[src/rtl/pipeline_hazard_ctrl_pkg.sv]
// Shared types and constants for the ID-stage hazard controller.
// Provides the FSM state enum, the zero-register specifier and the stall-need encodings.
package pipeline_pkg;

    typedef enum logic {
        RUN  = 1'b0,
        HOLD = 1'b1
    } state_t;

    localparam int unsigned REG_ZERO = 0;

    localparam logic [1:0] NEED_0 = 2'd0;
    localparam logic [1:0] NEED_1 = 2'd1;
    localparam logic [1:0] NEED_2 = 2'd2;

endpackage

[src/rtl/pipeline_hazard_ctrl_need.sv]
// Combinational register-match and stall-need decode for the ID stage.
// Keeps no state, so it can be reused if branch resolution moves to EX.
module hazard_need_decode
    import pipeline_pkg::*;
#(
    parameter int unsigned REG_ADDR_W = 5
) (
    input  logic                  id_ex_mem_read,
    input  logic                  id_ex_reg_write,
    input  logic [REG_ADDR_W-1:0] id_ex_rd,
    input  logic                  ex_mem_mem_read,
    input  logic [REG_ADDR_W-1:0] ex_mem_rd,
    input  logic [REG_ADDR_W-1:0] id_rs,
    input  logic [REG_ADDR_W-1:0] id_rt,
    input  logic                  id_uses_rt,
    input  logic                  id_branch,
    output logic [1:0]            need
);

    localparam logic [REG_ADDR_W-1:0] ZERO_SPEC = REG_ADDR_W'(REG_ZERO);

    logic m_ex;
    logic m_mem;

    always_comb begin
        m_ex  = (id_ex_rd != ZERO_SPEC) &&
                ((id_ex_rd == id_rs) || (id_uses_rt && (id_ex_rd == id_rt)));
        m_mem = (ex_mem_rd != ZERO_SPEC) &&
                ((ex_mem_rd == id_rs) || (id_uses_rt && (ex_mem_rd == id_rt)));
    end

    // Ordered priority: a branch waiting on an EX load outranks every other rule.
    always_comb begin
        need = NEED_0;
        if (id_branch && id_ex_mem_read && m_ex) begin
            need = NEED_2;
        end else if (id_branch && id_ex_reg_write && m_ex) begin
            need = NEED_1;
        end else if (id_branch && ex_mem_mem_read && m_mem) begin
            need = NEED_1;
        end else if (id_ex_mem_read && m_ex) begin
            need = NEED_1;
        end
    end

endmodule

[src/rtl/pipeline_hazard_ctrl.sv]
// ID-stage hazard/stall controller: stall FSM, IF/ID flush and optional perf counters.
// Define HAZARD_PERF_CNT_EN to add the stall_cycles / flush_count counter ports.
module pipeline_hazard_ctrl
    import pipeline_pkg::*;
#(
    parameter int unsigned REG_ADDR_W = 5,
    parameter int unsigned PERF_CNT_W = 32
) (
    input  logic                  clk,
    input  logic                  rst_n,
    input  logic                  ID_EX_MemRead,
    input  logic                  ID_EX_RegWrite,
    input  logic [REG_ADDR_W-1:0] ID_EX_RegisterRd,
    input  logic                  EX_MEM_MemRead,
    input  logic [REG_ADDR_W-1:0] EX_MEM_RegisterRd,
    input  logic [REG_ADDR_W-1:0] IF_ID_RegisterRs,
    input  logic [REG_ADDR_W-1:0] IF_ID_RegisterRt,
    input  logic                  IF_ID_UsesRt,
    input  logic                  IF_ID_Branch,
    input  logic                  branch_taken,
    input  logic                  jump,
    output logic                  PC_write,
    output logic                  IF_ID_write,
    output logic                  ID_EX_bubble,
    output logic                  IF_ID_flush,
    output logic                  stall_active
`ifdef HAZARD_PERF_CNT_EN
    ,
    output logic [PERF_CNT_W-1:0] stall_cycles,
    output logic [PERF_CNT_W-1:0] flush_count
`endif
);

    logic [1:0] need;
    state_t     state;
    state_t     state_next;
    logic [1:0] cnt;
    logic [1:0] cnt_next;
    logic       stall;

    hazard_need_decode #(
        .REG_ADDR_W (REG_ADDR_W)
    ) u_need (
        .id_ex_mem_read  (ID_EX_MemRead),
        .id_ex_reg_write (ID_EX_RegWrite),
        .id_ex_rd        (ID_EX_RegisterRd),
        .ex_mem_mem_read (EX_MEM_MemRead),
        .ex_mem_rd       (EX_MEM_RegisterRd),
        .id_rs           (IF_ID_RegisterRs),
        .id_rt           (IF_ID_RegisterRt),
        .id_uses_rt      (IF_ID_UsesRt),
        .id_branch       (IF_ID_Branch),
        .need            (need)
    );

    always_ff @(posedge clk or negedge rst_n) begin
        if (!rst_n) begin
            state <= RUN;
            cnt   <= '0;
        end else begin
            state <= state_next;
            cnt   <= cnt_next;
        end
    end

    always_comb begin
        state_next = state;
        cnt_next   = cnt;
        stall      = 1'b0;
        case (state)
            RUN: begin
                if (need != NEED_0) begin
                    stall = 1'b1;
                end
                if (need == NEED_2) begin
                    state_next = HOLD;
                    cnt_next   = 2'd1;
                end
            end
            HOLD: begin
                // Inputs are ignored here; the hazard is re-checked once back in RUN.
                stall = 1'b1;
                if (cnt <= 2'd1) begin
                    cnt_next   = '0;
                    state_next = RUN;
                end else begin
                    cnt_next = cnt - 2'd1;
                end
            end
            default: begin
                state_next = RUN;
                cnt_next   = '0;
            end
        endcase
    end

    always_comb begin
        PC_write     = 1'b1;
        IF_ID_write  = 1'b1;
        ID_EX_bubble = 1'b0;
        IF_ID_flush  = 1'b0;
        if (rst_n) begin
            PC_write     = ~stall;
            IF_ID_write  = ~stall;
            ID_EX_bubble = stall;
            IF_ID_flush  = (jump || (IF_ID_Branch && branch_taken)) && !stall;
        end
        stall_active = ~PC_write;
    end

`ifdef HAZARD_PERF_CNT_EN
    always_ff @(posedge clk or negedge rst_n) begin
        if (!rst_n) begin
            stall_cycles <= '0;
            flush_count  <= '0;
        end else begin
            if (!PC_write) begin
                stall_cycles <= stall_cycles + PERF_CNT_W'(1);
            end
            if (IF_ID_flush) begin
                flush_count <= flush_count + PERF_CNT_W'(1);
            end
        end
    end
`else
`endif

endmodule
[config.mk]
export PLATFORM = sky130hd
export DESIGN_NAME = pipeline_hazard_ctrl
export DESIGN_NICKNAME = d
export VERILOG_FILES = /design/src/rtl/pipeline_hazard_ctrl_pkg.sv /design/src/rtl/pipeline_hazard_ctrl_need.sv /design/src/rtl/pipeline_hazard_ctrl.sv
export SDC_FILE = /design/constraint.sdc
export NUM_CORES = 1
export LEC_CHECK = 0
export BUFFER_PORTS_ARGS = -buffer_cell sky130_fd_sc_hd__buf_2
export CAP_MARGIN = 20
export CORE_AREA = 2 2 39 41
export CTS_CLUSTER_SIZE = 16
export DETAILED_ROUTE_END_ITERATION = 7
export DIE_AREA = 0 0 41 43
export PLACE_DENSITY = 0.78
export SLEW_MARGIN = 20
export SYNTH_ARGS = -nofsm -noshare
export SYNTH_HDL_FRONTEND = slang
export SYNTH_HIERARCHICAL = 1
export SYNTH_SLANG_ARGS = --single-unit
export TNS_END_PERCENT = 50
[constraint.sdc]
create_clock -name clk -period 4.4 [get_ports clk]
set_input_delay 0.88 -clock clk [delete_from_list [all_inputs] [get_ports clk]]
set_output_delay 0.88 -clock clk [all_outputs]
set_load 0.02 [all_outputs]
---- After elaboration in Yosys (flattened, before gate mapping) ----
Index checks and enable logic that the tools add are counted.
storage, ports and cells
  bits of input ports ..................... 29
  register bits after elaboration ......... 3
  word-level logic and storage cells ...... 48
operators by class
  bitwise logic cells ..................... 3
  reduce and logical (&&, ||, !) cells .... 20
  mux-type cells .......................... 15
  eq/ne operators ......................... 6
  order comparisons ....................... 1
  $add $sub $neg .......................... 1
operator list
  operator                                              count
  equality test 5 bit                                   4
  logical AND 1 bit                                     13
  2-to-1 mux 2 bit                                      5
  nonzero test 5 bit                                    2
  2-to-1 mux 1 bit                                      7
  one-hot mux 1 bit (2 select lines)                    2
  one-hot mux 2 bit (2 select lines)                    1
  logical OR 1 bit                                      3
  inverter 1 bit                                        3
  equality test 2 bit (second input constant)           1
  <= comparator 2 x 1 -> 1 bit (second input constant)  1
  inequality test 2 bit (second input constant)         1
  nonzero test 2 bit                                    1
  subtractor 2 x 1 -> 2 bit (second input constant)     1
  logical NOT 1 bit                                     1

---- Longest topological paths before layout ----
Gate-level depths: netlist of run 1.
  depth in word-level cells ............... 15
  gate-level depth with buffers ........... 8
  depth with buffers taken out ............ 7

---- Hierarchy ----
Netlist of run 1, hierarchy kept.
modules (own cells, without submodules)
  module                times used  area each (um^2)  cells an instance
  hazard_need_decode    1           280.3             39
  pipeline_hazard_ctrl  1           188.9             19

---- Worst setup path after synthesis of run 1 ----
Ideal clock, no wire load.
  path type ............................... input to output
  from .................................... input EX_MEM_RegisterRd[1]
  to ...................................... output PC_write
  path buffers ............................ 1
  path slack .............................. 1203 ps
  arrival ................................. 2317 ps
  cell stages on the path ................. 6
  path through ............................ or4_1 > o2111ai_1 > a21oi_1 > nor3_2 > nand2b_1 > buf_4
between the ends
  cells in the longest elaborated chain, start to end .. 13
  elaborated cells on any way between the ends .. 15
  classes of those cells .................. 2 x eq/ne; 6 x mux; 1 x bitwise; 6 x reduce/logical
RTL lines
  item                                    line                             RTL
  from (decl)                             pipeline_hazard_ctrl.sv:15       input logic [REG_ADDR_W-1:0] EX_MEM_RegisterRd,
  equality test 5 bit                     pipeline_hazard_ctrl_need.sv:29  ((ex_mem_rd == id_rs) || (id_uses_rt && (ex_mem_rd == id_rt)));
  logical AND 1 bit                       pipeline_hazard_ctrl_need.sv:29
  logical OR 1 bit                        pipeline_hazard_ctrl_need.sv:29
  logical AND 1 bit (*)                   pipeline_hazard_ctrl_need.sv:28  m_mem = (ex_mem_rd != ZERO_SPEC) &&
  logical AND 1 bit (*)                   pipeline_hazard_ctrl_need.sv:39  end else if (id_branch && ex_mem_mem_read && m_mem) begin
  2-to-1 mux 2 bit (*)                    pipeline_hazard_ctrl_need.sv:39
  2-to-1 mux 2 bit (*)                    pipeline_hazard_ctrl_need.sv:37  end else if (id_branch && id_ex_reg_write && m_ex) begin
  2-to-1 mux 2 bit (*)                    pipeline_hazard_ctrl_need.sv:35  if (id_branch && id_ex_mem_read && m_ex) begin
  net need[0]                             pipeline_hazard_ctrl.sv:34       logic [1:0] need;
  nonzero test 2 bit (*)                  pipeline_hazard_ctrl.sv:72       if (need != NEED_0) begin
  2-to-1 mux 1 bit (*)                    pipeline_hazard_ctrl.sv:72
  one-hot mux 1 bit (2 select lines) (*)  pipeline_hazard_ctrl.sv:70       case (state)
  inverter 1 bit (*)                      -
  2-to-1 mux 1 bit (*)                    -
  to (decl)                               pipeline_hazard_ctrl.sv:22       output logic PC_write,
Mark *: on every way through the listed nets, which the timed path passes. The rest lies on a longest branch.

---- Worst setup path in the final report of run 1 ----
  from .................................... input ID_EX_RegisterRd[0]
  to ...................................... output IF_ID_flush
between the ends
  elaborated cells on any way between the ends .. 19
  classes of those cells .................. 2 x eq/ne; 7 x mux; 10 x reduce/logical
RTL lines
  item                                    line                             RTL
  from (decl)                             pipeline_hazard_ctrl.sv:13       input logic [REG_ADDR_W-1:0] ID_EX_RegisterRd,
  equality test 5 bit                     pipeline_hazard_ctrl_need.sv:27  ((id_ex_rd == id_rs) || (id_uses_rt && (id_ex_rd == id_rt)));
  logical AND 1 bit                       pipeline_hazard_ctrl_need.sv:27
  logical OR 1 bit                        pipeline_hazard_ctrl_need.sv:27
  logical AND 1 bit (*)                   pipeline_hazard_ctrl_need.sv:26  m_ex = (id_ex_rd != ZERO_SPEC) &&
  logical AND 1 bit                       pipeline_hazard_ctrl_need.sv:37
  2-to-1 mux 2 bit                        pipeline_hazard_ctrl_need.sv:37
  2-to-1 mux 2 bit (*)                    pipeline_hazard_ctrl_need.sv:35
  net need[1]                             pipeline_hazard_ctrl.sv:34
  nonzero test 2 bit (*)                  pipeline_hazard_ctrl.sv:72
  2-to-1 mux 1 bit (*)                    pipeline_hazard_ctrl.sv:72
  one-hot mux 1 bit (2 select lines) (*)  pipeline_hazard_ctrl.sv:70
  logical NOT 1 bit (*)                   pipeline_hazard_ctrl.sv:106      IF_ID_flush = (jump || (IF_ID_Branch && branch_taken)) && !stall;
  logical AND 1 bit (*)                   pipeline_hazard_ctrl.sv:106
  2-to-1 mux 1 bit (*)                    pipeline_hazard_ctrl.sv:102      if (rst_n) begin
  to (decl)                               pipeline_hazard_ctrl.sv:25       output logic IF_ID_flush,
Marks and branches as above.

==> impl_metrics.py, run 1 <==
metrics = {
    "sta": {
        "worstMarginPinSlew_ns": 0.282,
        "setup_viol": 0,
        "final.period_utilization": 0.758,
        "slew_viol_final": 0,
        "clock_skew_ns": 0.00224,
        "hold_violations": 0,
        "slew_headroom": 0.812,
        "rsz0062_at_grt": "false",
        "worst_slack_ns": 1.06,
        "tns_ns": 0,
        "min_period_ns": 3.34,
        "max_freq_mhz": 300,
    },
    "yosys": {
        "synthTopCellsByArea": "xnor2_1 (37%), dfrtp_1 (16%), nand2_1 (4.0%)",
        "synth_warnings": 6,
        "synth_top_area_frac": 0.373,
        "synthesis.area_um2": 469,
        "synth_seq_cells": 3,
        "synthDistinctLibCells": 23,
        "yosys.area.top_type": "xnor2_1",
        "ys_async_sr_fraction": 1.00,
        "synth_ff_type": "dfrtp_1",
        "syn_area_per_cell_um2": 8.09,
        "syn_inst": 58,
        "syn_nets": 87,
        "synth-seq-area-share": 0.160,
        "synth_edf_count": 0,
    },
    "floorplan": {
        "die_y_um": 43,
        "die_width_um": 41,
        "start_util": 0.339,
        "fp-row-count": 14,
        "dieArea_um2": 1760,
        "io-pin-count": 34,
        "core-area_um2": 1380,
    },
    "place": {
        "dpl.hpwl_um": 984,
        "pre_cts_ws_ns": 1.04,
        "portBuffers": 33,
        "globalplace.congestion": 0.745,
    },
    "routing": {
        "drt-pass1-iter-count": 2,
        "antenna_left": 0,
        "wl_mm": 1.07,
        "post-route-drc-count": 0,
        "drtIter0Drc": 2,
        "wl_per_cell_um": 9.81,
        "via_per_inst": 4.78,
        "vias": 521,
    },
    "setup_path": {
        "reg2reg_to": "state",
        "cp_cell_sequence": "buf_2 -> xnor2_1 -> nand3_1 -> o22ai_1 -> and4_1 -> a21oi_1 -> nor3_2 -> and3b_1 -> buf_2",
        "cpPeakStageDelay_ns": 0.33,
        "critPathBufInv": 2,
        "end_kind": "primary output",
        "critPathKind": "in2out",
        "ff2ff_setup_slack_ns": 3.55,
        "cp_max_fo": 5,
        "worstReg2RegStart": "state",
        "crit_top_cell": "buf_2",
        "path_delay_family": "simple AND/OR/NAND/NOR gates",
        "cp.arrival_ns": 2.46,
        "ff2ff_path_depth": 2,
        "start_kind": "input port",
        "cp.required_ns": 3.52,
        "crit_path_top_delay_cell": "and4_1",
    },
    "clocking": {
        "clock-root-buffer": "clkbuf_4",
        "numCtsBuffers": 3,
        "clk_pin_slew_ns": 0.04,
        "cts_buffer_depth": 2,
        "cts_tree": "done",
        "ctsHtreeMaxLevel": 1,
        "cts_resized": 0,
        "post_cts.repair.setup_buffers": 0,
        "cts.sinks": 3,
        "postCtsHoldBufs": 0,
        "clk_latency_ns": 0.23,
    },
    "pwr": {
        "p_leak_nw": 0.296,
        "p_seq_frac": 0.269,
        "ir_drop_uv": 89.1,
        "p_int_uw": 109,
        "p_sw_frac": 0.336,
        "combPwrFrac": 0.440,
        "switching_power_uw": 55.2,
        "power.share.clock": 0.292,
        "power_density_nw_per_um2": 247,
    },
    "final_layout": {
        "drive_above_1_share": 0.430,
        "area_growth_syn_to_layout_pct": 41.9,
        "nets": 123,
        "layout_commonest_cell": "buf_2",
        "layout_common_cells": "buf_2 (33), xnor2_1 (20), nand2_1 (5)",
        "n_antenna_cell": 0,
    },
    "global_routing": {
        "grt_pass1_vias": 526,
        "grt_pass1_wl_mm": 1.89,
        "grt_overflow": 0,
        "grt_max_degree": 7,
        "grt_util_all_layers": 0.156,
        "antenna_found_initial": 0,
    },
    "worst_hold_path": {
        "min_path_type": "in2async",
    },
    "status": {
        "outcome": "finished, final reports clean",
    },
    "job": {
        "max_cap_violations": 0,
    },
}
-- kinds of logic after synthesis --
group / Yosys count / synth area share
compound gates: 9 / 0.152
xor+xnor: 20 / 0.373
buf+inv: 4 / 0.0480
flops: 3 / 0.160
simple gates: 22 / 0.267
-- worst max path at each step --
stage	cells past startpoint	start	to	slack, ns
after global routing	9	ID_EX_RegisterRd[4]	IF_ID_flush	0.85
after global placement	9	ID_EX_RegisterRd[3]	IF_ID_flush	1.09
after floorplan	6	EX_MEM_RegisterRd[1]	PC_write	1.20
after detailed placement	9	ID_EX_RegisterRd[2]	IF_ID_flush	1.04
final	9	ID_EX_RegisterRd[0]	IF_ID_flush	1.06
after CTS	9	ID_EX_RegisterRd[2]	IF_ID_flush	1.04
-- power groups by stage --
stage	combinational [mW]	clock (mW)	sequential (mW)
after floorplan	0.0468	0	0.0426
after global placement	0.0711	0	0.0443
after detailed placement	0.0734	0	0.0446
after CTS	0.0735	0.0501	0.0443
after global routing	0.0816	0.0533	0.0454
final	0.0723	0.0480	0.0442
-- worst register-to-register path, delay by kind of cell (launching register included) --
family             cells  cell delay [ns]
DFF                    1             0.46
and+or+nand+nor        1             0.07
AOI/OAI and AO/OA      1             0.21
-- registers in the layout, summed over array words and instances (netlist names) --
name   count
cnt        2
state      1
-- per-stage QoR --
| step | instance area, um2 | utilization | hold WS (ns) | total power [mW] | instances |
|---|---|---|---|---|---|
| global route | 666 | 0.481 | 0.449 | 0.180 | 109 |
| global placement | 639 | 0.462 | 0.521 | 0.115 | 105 |
| finish | 666 | 0.481 | 0.451 | 0.165 | 109 |
| floorplan | 469 | - | 0.501 | 0.0894 | 58 |
| detailed placement | 639 | 0.462 | 0.527 | 0.118 | 105 |
| CTS | 666 | 0.481 | 0.446 | 0.168 | 109 |
-- cell type report --
cell class | count | area [um2]
multi-input combinational | 51 | 372
inverter | 2 | 7.51
tap | 16 | 20.0
clock buffer | 4 | 26.3
sequential | 3 | 75.1
timing repair buffer | 33 | 165
fill | 137 | 718
-- Yosys cell counts, types with 2 or more instances --
master	instances
a21oi_1	2
buf_4	2
dfrtp_1	3
inv_1	2
nand2_1	5
nand2b_1	3
nand3_1	3
nand4_1	2
nor2_1	2
o22ai_1	2
xnor2_1	20
-- per-layer routing --
layer,routed length [um],part of all wire,vias up,GRT usage
li1,-,-,271,-
met1,392,0.37,223,0.151
met2,560,0.52,27,0.281
met3,117,0.11,0,0.0366
met4,0,0,0,0.0800
met5,0,0,-,0
Power figures use the tool's default switching activity.
==> run 2, diff against run 1 <==
--- a/config.mk
+++ b/config.mk
@@ -5,13 +5,14 @@
 export SDC_FILE = /design/constraint.sdc
 export NUM_CORES = 1
 export LEC_CHECK = 0
+export ABC_AREA = 1
 export BUFFER_PORTS_ARGS = -buffer_cell sky130_fd_sc_hd__buf_2
 export CAP_MARGIN = 20
-export CORE_AREA = 2 2 39 41
+export CORE_MARGIN = 2
+export CORE_UTILIZATION = 39
 export CTS_CLUSTER_SIZE = 16
 export DETAILED_ROUTE_END_ITERATION = 7
-export DIE_AREA = 0 0 41 43
-export PLACE_DENSITY = 0.78
+export PLACE_DENSITY = 0.82
 export SLEW_MARGIN = 20
 export SYNTH_ARGS = -nofsm -noshare
 export SYNTH_HDL_FRONTEND = slang
==> constraint.sdc (replaced) <==
create_clock -name clk -period 2.8 [get_ports clk]
set_input_delay 0.56 -clock clk [delete_from_list [all_inputs] [get_ports clk]]
set_output_delay 0.56 -clock clk [all_outputs]
set_load 0.02 [all_outputs]
==> run 2 against run 1 <==
Clock power grew 50%. Die area grew 6.7%. Combinational power grew 44%. Utilization grew 6.3 points. Design area grew 20%. Critical path depth grew 5. Synthesized area grew 29%. Worst hold slack lost 0.31 ns. Via count grew 57%. Largest cell class unchanged. Largest power group unchanged. Register-to-register slack lost 1.6 ns. Clock skew shrank 0.0014 ns.
==> impl_metrics.py, run 2 <==
metrics = {
    "status": {
        "outcome": "finished, final reports clean",
    },
    "final_layout": {
        "area_growth_syn_to_layout_pct": 32.5,
        "largest_reg_flops": 2,
        "layout_commonest_cell": "nand2_1",
        "top_regs": "cnt: 2 flops, state: 1 flops",
        "drive_above_1_share": 0.321,
        "nets": 186,
        "regMostFlops": "cnt",
        "layout_common_cells": "nand2_1 (47), buf_2 (33), inv_1 (19)",
        "n_antenna_cell": 0,
    },
    "sta": {
        "max_freq_mhz": 413,
        "slew_headroom": 0.868,
        "clock_skew_ns": 0.000805,
        "final.period_utilization": 0.865,
        "hold_violations": 0,
        "worstMarginPinSlew_ns": 0.196,
        "hold_slack_ns": 0.140,
        "tns_ns": 0,
        "min_period_ns": 2.42,
        "slew_viol_final": 0,
        "rsz0062_at_grt": "false",
        "setup_viol": 0,
        "worst_slack_ns": 0.379,
    },
    "clocking": {
        "clk_pin_slew_ns": 0.03,
        "cts.sinks": 3,
        "postCtsHoldBufs": 0,
        "clk_latency_ns": 0.22,
        "clock-root-buffer": "clkbuf_4",
        "cts_tree": "done",
        "post_cts.repair.setup_buffers": 0,
        "cts_resized": 0,
        "ctsHtreeMaxLevel": 1,
        "cts_buffer_depth": 2,
        "numCtsBuffers": 3,
    },
    "floorplan": {
        "die_y_um": 43.4,
        "core-area_um2": 1470,
        "io-pin-count": 34,
        "start_util": 0.411,
        "fp-row-count": 14,
        "dieArea_um2": 1880,
        "die_width_um": 43.4,
    },
    "yosys": {
        "ys_top_cells_by_count": "nand2_1 (47), inv_1 (19), nand3_1 (12)",
        "synth_warnings": 6,
        "synthesis.area_um2": 604,
        "synthTopCellsByArea": "nand2_1 (29%), dfrtp_1 (12%), inv_1 (12%)",
        "syn_nets": 150,
        "synth_top_area_frac": 0.292,
        "synth-seq-area-share": 0.124,
        "synth_edf_count": 0,
        "syn_area_per_cell_um2": 4.99,
        "synth_seq_cells": 3,
        "yosys.area.top_type": "nand2_1",
        "synth_ff_type": "dfrtp_1",
        "syn_inst": 121,
        "yosysMostFrequentCell": "nand2_1",
        "synthDistinctLibCells": 17,
        "ys_async_sr_fraction": 1.00,
    },
    "setup_path": {
        "crit_path_top_delay_cell": "buf_2",
        "cp_max_fo": 4,
        "cp.required_ns": 2.24,
        "cp.arrival_ns": 1.86,
        "crit_top_cell": "nand2_1",
        "path_delay_family": "simple AND/OR/NAND/NOR gates",
        "cp_cell_sequence": "buf_2 -> inv_2 -> nand2_1 -> nand2_1 -> nor2_1 -> nand3_1 -> nand2_2 -> nand4_1 -> nand2_1 -> inv_1 -> nor2_2 -> nand3_1 -> nor2_1 -> buf_2",
        "cpPeakStageDelay_ns": 0.16,
        "start_kind": "input port",
        "end_kind": "primary output",
        "critPathKind": "in2out",
        "critPathBufInv": 4,
    },
    "pwr": {
        "ir_drop_uv": 290,
        "p_leak_nw": 0.541,
        "power.share.clock": 0.311,
        "switching_power_uw": 84.8,
        "p_seq_frac": 0.241,
        "combPwrFrac": 0.448,
        "power_uw": 231,
        "p_int_uw": 147,
        "power_density_nw_per_um2": 289,
        "p_sw_frac": 0.366,
    },
    "global_routing": {
        "grt_max_degree": 6,
        "grt_util_all_layers": 0.187,
        "grt_overflow": 0,
        "antenna_found_initial": 0,
        "grt_pass1_vias": 745,
        "grt_pass1_wl_mm": 2.77,
    },
    "worst_hold_path": {
        "min_path_type": "in2async",
    },
    "job": {
        "max_cap_violations": 0,
    },
    "place": {
        "pre_cts_ws_ns": 0.383,
        "globalplace.congestion": 0.866,
        "dpl.hpwl_mm": 1.41,
        "portBuffers": 33,
    },
    "routing": {
        "wl_mm": 1.61,
        "antenna_left": 0,
        "drtIter0Drc": 20,
        "drt-pass1-iter-count": 4,
        "post-route-drc-count": 0,
        "vias": 817,
        "wl_per_cell_um": 9.35,
        "via_per_inst": 4.75,
    },
}
==> run 2: cell types whose count changed after synthesis, sizes merged, moves of 5 or more <==
cell | previous run | this run
nand3 | 3 | 13
nand2 | 5 | 50
xnor2 | 20 | 2
o21ai | 0 | 5
inv | 2 | 25
nor2 | 3 | 13
==> run 2: worst reg2reg max path, cell delays in order, from the launching register on <==
cell,delay (ns)
dfrtp_1,0.42
inv_2,0.12
nand2_1,0.06
nand2_1,0.05
nand2_1,0.05
==> run 2: routing by layer <==
layer / global-route usage / wire length [um]
met5: 0 / 0
met4: 0.0364 / 0
met3: 0.0125 / 63
met2: 0.355 / 851
met1: 0.231 / 694
==> run 2: cell type report <==
class	count	area [um2]
Fill cell	175	671
Multi-Input combinational cell	91	420
Timing Repair Buffer	33	165
Inverter	25	93.8
Sequential cell	3	75.1
Clock buffer	4	26.3
Tap cell	16	20.0
==> run 2: metrics by stage <==
stage	std cells	utilization	cell area (um2)
after floorplan	121	-	604
after global placement	168	0.526	774
after detailed placement	168	0.526	774
after CTS	172	0.544	801
after global routing	172	0.544	801
final	172	0.544	801
==> run 2: kinds of logic after synthesis <==
kind of cell,count (synthesis),synth area share
buffers and inverters,27,0.180
XOR/XNOR,5,0.0725
flip-flops,3,0.124
AO/OA/AOI/OAI,7,0.0580
AND/OR/NAND/NOR,79,0.565
==> run 2: power by group through the flow <==
| stage | clock, mW | sequential (mW) | combinational [mW] |
|---|---|---|---|
| global placement | 0 | 0.0558 | 0.0995 |
| detailed placement | 0 | 0.0561 | 0.103 |
| CTS | 0.0764 | 0.0556 | 0.103 |
| floorplan | 0 | 0.0552 | 0.0618 |
| global route | 0.0799 | 0.0572 | 0.119 |
| finish | 0.0720 | 0.0558 | 0.104 |
==> run 2: path summary, 6_finish.rpt <==
path / start / to / slack, ns / cells past startpoint
hold / removal: rst_n / cnt[1] / 0.14 / 1
setup / recovery: ID_EX_RegisterRd[0] / IF_ID_flush / 0.38 / 14
min in group clk: cnt[0] / cnt[0] / 0.54 / 2
max in group asynchronous: rst_n / cnt[0] / 2.53 / 1
setup reg to reg: state / cnt[0] / 1.99 / 4
hold reg to reg: cnt[0] / cnt[0] / 0.54 / 2
